## config.mk

```make
export PLATFORM = sky130hd
export DESIGN_NAME = ibus_dbus_mem_arbiter
export DESIGN_NICKNAME = d
export VERILOG_FILES = /design/src/rtl/bus_pkg.sv /design/src/rtl/rr_arbiter2.sv /design/src/rtl/ibus_dbus_mem_arbiter.sv
export SDC_FILE = /design/constraint.sdc
export NUM_CORES = 1
export LEC_CHECK = 0
export CORE_AREA = 8 8 116 118
export CTS_CLUSTER_SIZE = 20
export DETAILED_ROUTE_END_ITERATION = 6
export DIE_AREA = 0 0 124 126
export SLEW_MARGIN = 25
export SYNTH_ARGS = -nofsm -noshare
export SYNTH_HDL_FRONTEND = slang
export SYNTH_SLANG_ARGS = --single-unit
```

## constraint.sdc

```tcl
create_clock -name clk -period 1.6 [get_ports clk]
set_input_delay 0.4 -clock clk [delete_from_list [all_inputs] [get_ports clk]]
set_output_delay 0.4 -clock clk [all_outputs]
set_load 0.005 [all_outputs]
```

## src/rtl/bus_pkg.sv

```systemverilog
`default_nettype none
// +----------------------------------------------------------------------+
// | bus_pkg                                                              |
// | Shared bus field encodings and arbiter state type.                   |
// | Revision: 1.0                                                        |
// +----------------------------------------------------------------------+
package bus_pkg;

   localparam int c_addr_w = 32;
   localparam int c_data_w = 32;

   typedef enum logic {
      READ  = 1'b0,
      WRITE = 1'b1
   } ttype_t;

   typedef enum logic [1:0] {
      BYTE = 2'd0,
      HALF = 2'd1,
      WORD = 2'd2
   } tsize_t;

   typedef enum logic [1:0] {
      IDLE = 2'd0,
      OWN  = 2'd1,
      XFER = 2'd2
   } arb_state_t;

endpackage
`default_nettype wire

```

## src/rtl/rr_arbiter2.sv

```systemverilog
`default_nettype none
// +----------------------------------------------------------------------+
// | rr_arbiter2                                                          |
// | Combinational two-way round-robin pick; ties go to the other master. |
// | Revision: 1.0                                                        |
// +----------------------------------------------------------------------+
module rr_arbiter2 (
   input  logic [1:0] i_req,
   input  logic       i_last,
   output logic       o_pick,
   output logic       o_valid
);

   assign o_valid = |i_req;
   assign o_pick  = (&i_req) ? ~i_last : i_req[1];

endmodule
`default_nettype wire

```

## src/rtl/ibus_dbus_mem_arbiter.sv

```systemverilog
`default_nettype none
// +----------------------------------------------------------------------+
// | ibus_dbus_mem_arbiter                                                |
// | Shares memory slave s0 between ibus (m0) and dbus (m1) masters.      |
// | Optional slave timeout: define ARB_TIMEOUT_EN.                       |
// | Revision: 1.0                                                        |
// +----------------------------------------------------------------------+
module ibus_dbus_mem_arbiter
   import bus_pkg::*;
#(
   parameter int TIMEOUT_CYCLES = 255,
   parameter int TO_W           = $clog2(TIMEOUT_CYCLES + 1)
) (
   input  logic                clk,
   input  logic                rst,
   input  logic                i_m0_breq,
   input  logic                i_m0_bstart,
   input  logic [c_addr_w-1:0] i_m0_addr,
   input  logic [c_data_w-1:0] i_m0_wdata,
   input  logic                i_m0_ttype,
   input  logic [1:0]          i_m0_tsize,
   output logic                o_m0_bgnt,
   output logic                o_m0_bdone,
   output logic [c_data_w-1:0] o_m0_rdata,
   output logic                o_m0_berror,
   input  logic                i_m1_breq,
   input  logic                i_m1_bstart,
   input  logic [c_addr_w-1:0] i_m1_addr,
   input  logic [c_data_w-1:0] i_m1_wdata,
   input  logic                i_m1_ttype,
   input  logic [1:0]          i_m1_tsize,
   output logic                o_m1_bgnt,
   output logic                o_m1_bdone,
   output logic [c_data_w-1:0] o_m1_rdata,
   output logic                o_m1_berror,
   output logic                o_s0_ss,
   output logic                o_s0_bstart,
   output logic [c_addr_w-1:0] o_s0_addr,
   output logic [c_data_w-1:0] o_s0_wdata,
   output logic                o_s0_ttype,
   output logic [1:0]          o_s0_tsize,
   input  logic                i_s0_bdone,
   input  logic [c_data_w-1:0] i_s0_rdata
);

   arb_state_t          r_state, w_state_nxt;
   logic                r_owner, w_owner_nxt;
   logic                r_last, w_last_nxt;
   logic                w_pick, w_any;
   logic                w_own_breq, w_own_bstart, w_oth_breq;
   logic [c_addr_w-1:0] w_own_addr;
   logic [c_data_w-1:0] w_own_wdata;
   logic                w_own_ttype;
   logic [1:0]          w_own_tsize;
   logic                w_timeout;
   logic                w_active, w_xfer, w_done, w_err;
   logic [c_data_w-1:0] w_rdata;

   rr_arbiter2 u_rr (
      .i_req   ({i_m1_breq, i_m0_breq}),
      .i_last  (r_last),
      .o_pick  (w_pick),
      .o_valid (w_any)
   );

   assign w_own_breq   = r_owner ? i_m1_breq   : i_m0_breq;
   assign w_own_bstart = r_owner ? i_m1_bstart : i_m0_bstart;
   assign w_oth_breq   = r_owner ? i_m0_breq   : i_m1_breq;
   assign w_own_addr   = r_owner ? i_m1_addr   : i_m0_addr;
   assign w_own_wdata  = r_owner ? i_m1_wdata  : i_m0_wdata;
   assign w_own_ttype  = r_owner ? i_m1_ttype  : i_m0_ttype;
   assign w_own_tsize  = r_owner ? i_m1_tsize  : i_m0_tsize;

`ifdef ARB_TIMEOUT_EN
   localparam logic [TO_W-1:0] c_to_last = TO_W'(TIMEOUT_CYCLES - 1);
   logic [TO_W-1:0] r_to_cnt;

   always_ff @(posedge clk) begin
      if (rst) begin
         r_to_cnt <= '0;
      end else if (r_state == OWN && w_own_bstart) begin
         r_to_cnt <= '0;
      end else if (r_state == XFER && !i_s0_bdone) begin
         r_to_cnt <= r_to_cnt + TO_W'(1);
      end
   end

   // A real bdone in the expiry cycle takes priority over the error.
   assign w_timeout = (r_state == XFER) && !i_s0_bdone && (r_to_cnt == c_to_last);
`else
   localparam logic [TO_W-1:0] c_to_last = TO_W'(TIMEOUT_CYCLES - 1);
   logic w_unused_to;
   assign w_unused_to = ^c_to_last;
   assign w_timeout   = 1'b0;
`endif

   always_ff @(posedge clk) begin
      if (rst) begin
         r_state <= IDLE;
         r_owner <= 1'b0;
         r_last  <= 1'b1;
      end else begin
         r_state <= w_state_nxt;
         r_owner <= w_owner_nxt;
         r_last  <= w_last_nxt;
      end
   end

   always_comb begin
      w_state_nxt = r_state;
      w_owner_nxt = r_owner;
      w_last_nxt  = r_last;
      case (r_state)
         IDLE: begin
            if (w_any) begin
               w_state_nxt = OWN;
               w_owner_nxt = w_pick;
            end
         end
         OWN: begin
            if (w_own_bstart) begin
               w_state_nxt = XFER;
            end else if (!w_own_breq) begin
               w_state_nxt = IDLE;
               w_last_nxt  = r_owner;
            end
         end
         XFER: begin
            if (i_s0_bdone) begin
               w_last_nxt = r_owner;
               // A waiting peer forces re-arbitration before a back-to-back.
               if (w_oth_breq)      w_state_nxt = IDLE;
               else if (w_own_breq) w_state_nxt = OWN;
               else                 w_state_nxt = IDLE;
            end else if (w_timeout) begin
               w_state_nxt = IDLE;
               w_last_nxt  = r_owner;
            end
         end
         default: w_state_nxt = IDLE;
      endcase
   end

   assign w_active = (r_state != IDLE);
   assign w_xfer   = (r_state == XFER);
   assign w_done   = w_xfer && (i_s0_bdone || w_timeout);
   assign w_err    = w_xfer && w_timeout;
   assign w_rdata  = (w_xfer && i_s0_bdone) ? i_s0_rdata : '0;

   assign o_s0_ss     = w_active && !w_timeout;
   assign o_s0_bstart = (r_state == OWN) && w_own_bstart;
   assign o_s0_addr   = w_active ? w_own_addr  : '0;
   assign o_s0_wdata  = w_active ? w_own_wdata : '0;
   assign o_s0_ttype  = w_active ? w_own_ttype : 1'(READ);
   assign o_s0_tsize  = w_active ? w_own_tsize : 2'(WORD);

   assign o_m0_bgnt   = w_active && !r_owner;
   assign o_m0_bdone  = w_done   && !r_owner;
   assign o_m0_berror = w_err    && !r_owner;
   assign o_m0_rdata  = r_owner ? '0 : w_rdata;
   assign o_m1_bgnt   = w_active && r_owner;
   assign o_m1_bdone  = w_done   && r_owner;
   assign o_m1_berror = w_err    && r_owner;
   assign o_m1_rdata  = r_owner ? w_rdata : '0;

endmodule
`default_nettype wire

```

Word-level counts from Yosys, hierarchy flattened
Index checks and enable logic that the tools add are counted.
{"block": "totals", "regBits": 4, "word_cells": 52, "inputBits": 173}
{"block": "classes", "n_bitwise": 1, "reduce_logical": 15, "n_eq_ne": 7, "mux": 26}
{"cell": "$mux 32", "count": 7}
{"cell": "$mux 2", "count": 6}
{"cell": "$mux 1", "count": 11}
{"cell": "$logic_and 1x1->1", "count": 6}
{"cell": "$ne 2x2->1 const B", "count": 3}
{"cell": "$pmux 2 s3", "count": 1}
{"cell": "$reduce_and 2->1", "count": 2}
{"cell": "$reduce_and 4->1", "count": 1}
{"cell": "$reduce_bool 2->1", "count": 2}
{"cell": "$ne 3x3->1 const B", "count": 1}
{"cell": "$reduce_and 3->1", "count": 1}
{"cell": "$eq 2x1->1 const B", "count": 1}
{"cell": "$eq 2x2->1 const B", "count": 1}
{"cell": "$logic_not 2->1", "count": 1}
{"cell": "$ne 2x1->1 const B", "count": 1}
{"cell": "$pmux 1 s2", "count": 1}
{"cell": "$reduce_or 2->1", "count": 1}
{"cell": "$logic_not 1->1", "count": 1}
{"cell": "$not 1->1", "count": 1}

Depth between registers and ports, before layout
Gate-level depths: netlist of run 1.
{"block": "logic_depth", "depth_word": 5, "mapped_depth": 6, "mapped_depth_nobuf": 5}

Hierarchy
A second synthesis of run 1 with hierarchy kept.
{"block": "hier_totals", "cells_unflattened": 261, "hier_area_um2": 1761.7}
{"mod": "ibus_dbus_mem_arbiter", "cells_each": 259, "instances": 1, "area_per_inst_um2": 1747.9}
{"mod": "rr_arbiter2", "cells_each": 2, "instances": 1, "area_per_inst_um2": 13.8}

Worst setup path after synthesis of run 1
OpenSTA, ideal clock, no wires.
{"block": "synth_path", "path_kind": "reg2out", "from": "reg r_state[1]", "to": "out o_s0_tsize[0]", "arrival_ps": 1056, "setup_slack_ps": 144, "path_stages_with_launch": 6, "required_ps": 1200, "n_path_buf": 3, "path_cell_list": "dfxtp_1 -> buf_2 -> nor2_2 -> buf_2 -> buf_4 -> nor2_1"}
{"block": "synth_via", "elab_chain_cells": 2}
{"item": "start, declared", "line_no": "ibus_dbus_mem_arbiter.sv:46", "rtl": "arb_state_t r_state, w_state_nxt;"}
{"item": "start signal, assigned", "line_no": "ibus_dbus_mem_arbiter.sv:103", "rtl": "r_state <= w_state_nxt;"}
{"item": "$reduce_bool 2->1", "line_no": "ibus_dbus_mem_arbiter.sv:144", "rtl": "assign w_active = (r_state != IDLE);"}
{"item": "$mux 2", "line_no": "ibus_dbus_mem_arbiter.sv:155", "rtl": "assign o_s0_tsize = w_active ? w_own_tsize : 2'(WORD);"}
{"item": "end, declared", "line_no": "ibus_dbus_mem_arbiter.sv:41", "rtl": "output logic [1:0] o_s0_tsize,"}
Every way passes these cells.

Final worst setup path of run 1
{"block": "layout_path", "from": "reg r_owner", "to": "out o_s0_wdata[10]"}
{"block": "layout_via", "elab_chain_cells": 2}
{"item": "start, declared", "line_no": "ibus_dbus_mem_arbiter.sv:47", "rtl": "logic r_owner, w_owner_nxt;"}
{"item": "start signal, assigned", "line_no": "ibus_dbus_mem_arbiter.sv:104", "rtl": "r_owner <= w_owner_nxt;"}
{"item": "$mux 32", "line_no": "ibus_dbus_mem_arbiter.sv:70", "rtl": "assign w_own_wdata = r_owner ? i_m1_wdata : i_m0_wdata;"}
{"item": "$mux 32", "line_no": "ibus_dbus_mem_arbiter.sv:153", "rtl": "assign o_s0_wdata = w_active ? w_own_wdata : '0;"}
{"item": "end, declared", "line_no": "ibus_dbus_mem_arbiter.sv:39", "rtl": "output logic [c_data_w-1:0] o_s0_wdata,"}
Every way passes these cells.

==> metrics, run 1 <==
result of the run=complete, but fails checks; failing checks=setup timing; class of the most critical hold timing path=reg2reg; CTS root buf=clkbuf_16; sum of overflow across all layers after global routing=0; Layout fillers=1054; maximum level of the CTS H-tree=1; Yosys top cell area share=39.3%; critical hold path startpoint=r_last; worst-path cell with the longest stage delay=dfxtp_4; most used cells in the layout excluding fill and tap cells=169 x clkdlybuf4s50_1, 81 x buf_6, 75 x buf_2; clock sink count=4; delay-heaviest family, CP=buffers and inverters; Chip Height=126 um; most common cell after layout, fill and taps aside=clkdlybuf4s50_1; drt first-iter violations=62; count of vias placed by the detailed router=3425; Via density=4.29; Power Dens Cells=445 nW/um^2; first-pass GRT wire length=20700 um; number of CTS-inserted buffers=3; leading cell types by total area after synthesis=mux2i_1 39%, and2_1 23%, nor2_1 16%, dfxtp_1 4.6%, buf_4 3.8%; setup repair after global routing missed its margin=yes; DRT Wirelength=15900 um; sequential share of power=4.4%; Post-Route Setup TNS=-22.43 ns; mapped cell area=1760 um^2; Internal=1.93 mW; startpoint of the most critical register-to-register path=r_owner; worst clock skew=0.00246 ns; router iterations before antenna repair=4; latest clock arrival within the worst-skew pair=0.23 ns; Tcrit/Tclk final=117%; Critical Path RT=1.20 ns; biggest area consumer among synthesized cells=mux2i_1; Maximum Capacitance Violations=0; startpoint types=register; initial core utilization=15.0%; final RePlAce weighted congestion=0.864; combinational group share of total power=81.3%; final setup vio count=136; total track usage=17.1%; number of synthesized register bits=4; Critical path buffers and inverters=4; boundary pin count=312; critical path class=reg2out; count of buffers inserted at the top-level ports=309; half-perimeter wire length after detailed placement=11700 um; area of the placeable core=11700 um^2; stage delay of the slowest cell on the critical path=0.41 ns; critical path fanouts, max=7; x dimension of the die=124 um; max-slew violation total from the final report=0; VDD IR-drop max=0.303 mV; warnings from Yosys=0; net count reported at finish=826; net switching power=951 uW; type of destination of the critical path=output pin; Synth Instances=261; total die area=15600 um^2; number of different library cells in the post-synthesis netlist=24; worst setup slack after layout=-0.264 ns; ANT nets after route=0; DRC violation count after routing=0; part of the total power dissipated in the clock network=14.3%; cell-by-cell trace of the critical path=buf_12 -> buf_8 -> buf_6 -> mux2i_2 -> nor2_2 -> buf_2; clock edge transition at the registers on the reported setup and hold paths=0.03 ns; largest net degree at the start of global routing=21; standard-cell row count=40; final cell utilization of the core=55.4%; vias in the first global route=3680; Synth Area per Inst=6.73 um^2; Max Clock Freq=536 MHz; area grow syn2layout=269%; Setup crit start=r_owner; worst setup slack for register-to-register paths=0.07 ns; clock tree from TritonCTS=yes; Antenna Cells=0; CP Data Arrival Time=1.46 ns; mean routed wirelength per cell=20.0 um; initial antenna violation count=0; switching portion of total power=33.0%; leakage power summed over all cells=2.93 nW; Final Hold Viols=0; Max clock buf depth=2; layout cell share with drive strength beyond 1=53.1%; final critical-path required period=1.86 ns; final total power=2.88 mW; sequential fraction of the synthesis area=4.56%
worst min-delay path: stages, from the launching register on:
cell and delay, ns:
dfxtp_1 0.30, nor2_1 0.09, mux2i_1 0.07
sequential cells by signal, summed over array words and instances (netlist names):
name,flops
r_last,1
r_owner,1
r_state,2
final timing paths:
path	endpoint	depth (start not counted)
max	o_s0_wdata[10]	6
min reg2reg	r_last	2
max reg2reg	r_last	7
min	r_last	2
what timing repair did:
action                                  in CTS  in global routing
gates resized for setup                    536                250
pin swaps                                   13                 52
setup buffers                               29                 34
gates cloned                                 9                  8
endpoints found under the setup margin     137                139
hold buffers                                 0                  0
power by group through the flow:
| stage | clock (mW) | sequential [mW] | combinational (mW) |
|---|---|---|---|
| after floorplan | 0 | 0.122 | 0.525 |
| after global placement | 0 | 0.125 | 1.66 |
| after detailed placement | 0 | 0.125 | 1.68 |
| after CTS | 0.415 | 0.126 | 1.87 |
| after global routing | 0.429 | 0.130 | 2.48 |
| final | 0.413 | 0.128 | 2.34 |
area by class of cell:
type,instances,area [um^2],share of cell area [%]
Multi-Input combinational cell,231,1950,30.1
Tap cell,147,184,2.84
Sequential cell,4,88.8,1.37
Timing Repair Buffer,410,4170,64.3
Clock buffer,4,78.8,1.22
Inverter,3,13.8,0.212
synthesized netlist by cell type, drive strengths merged:
| cell type | count |
|---|---|
| dfxtp | 4 |
| a21oi | 5 |
| and2 | 64 |
| a31oi | 1 |
| or3b | 1 |
| nand2 | 2 |
| inv | 3 |
| clkbuf | 7 |
| a22oi | 1 |
| nor2 | 79 |
| nand2b | 1 |
| mux2i | 70 |
| nand3b | 3 |
| conb | 1 |
| buf | 17 |
| nor3 | 2 |
logic make-up after synthesis:
| logic type | after synthesis | synth area share, % |
|---|---|---|
| simple gates | 152 | 43.9 |
| mux | 70 | 40.1 |
| buf+inv | 27 | 8.76 |
| compound gates | 7 | 2.42 |
| flops | 4 | 4.56 |
| other cells | 1 | 0.213 |
layer usage:
layer,wire length [um],global-route usage (%),vias up
li1,-,-,1632
met5,0,0,-
met1,4920,13.6,1554
met3,1670,6.43,21
met4,375,4.97,0
met2,8980,36.0,218
stage by stage:
step | worst slack [ns] | hold WS, ns | instances | area [um^2]
finish | -0.264 | 0.517 | 799 | 6480
global route | -0.308 | 0.538 | 799 | 6480
CTS | -0.319 | 0.515 | 768 | 5610
detailed placement | -0.903 | 0.506 | 727 | 5240
global placement | -0.828 | 0.501 | 727 | 5240
floorplan | 0.144 | 0.472 | 262 | 1760
Power figures use the tool's default switching activity.
==> inputs of run 2 (changes only) <==
--- a/config.mk
+++ b/config.mk
@@ -9,6 +9,7 @@
 export CTS_CLUSTER_SIZE = 20
 export DETAILED_ROUTE_END_ITERATION = 6
 export DIE_AREA = 0 0 124 126
+export RECOVER_POWER = 25
 export SLEW_MARGIN = 25
 export SYNTH_ARGS = -nofsm -noshare
 export SYNTH_HDL_FRONTEND = slang
==> results of run 2 <==
Same layout as run 1: the final DEF is identical, and so are final timing and power.
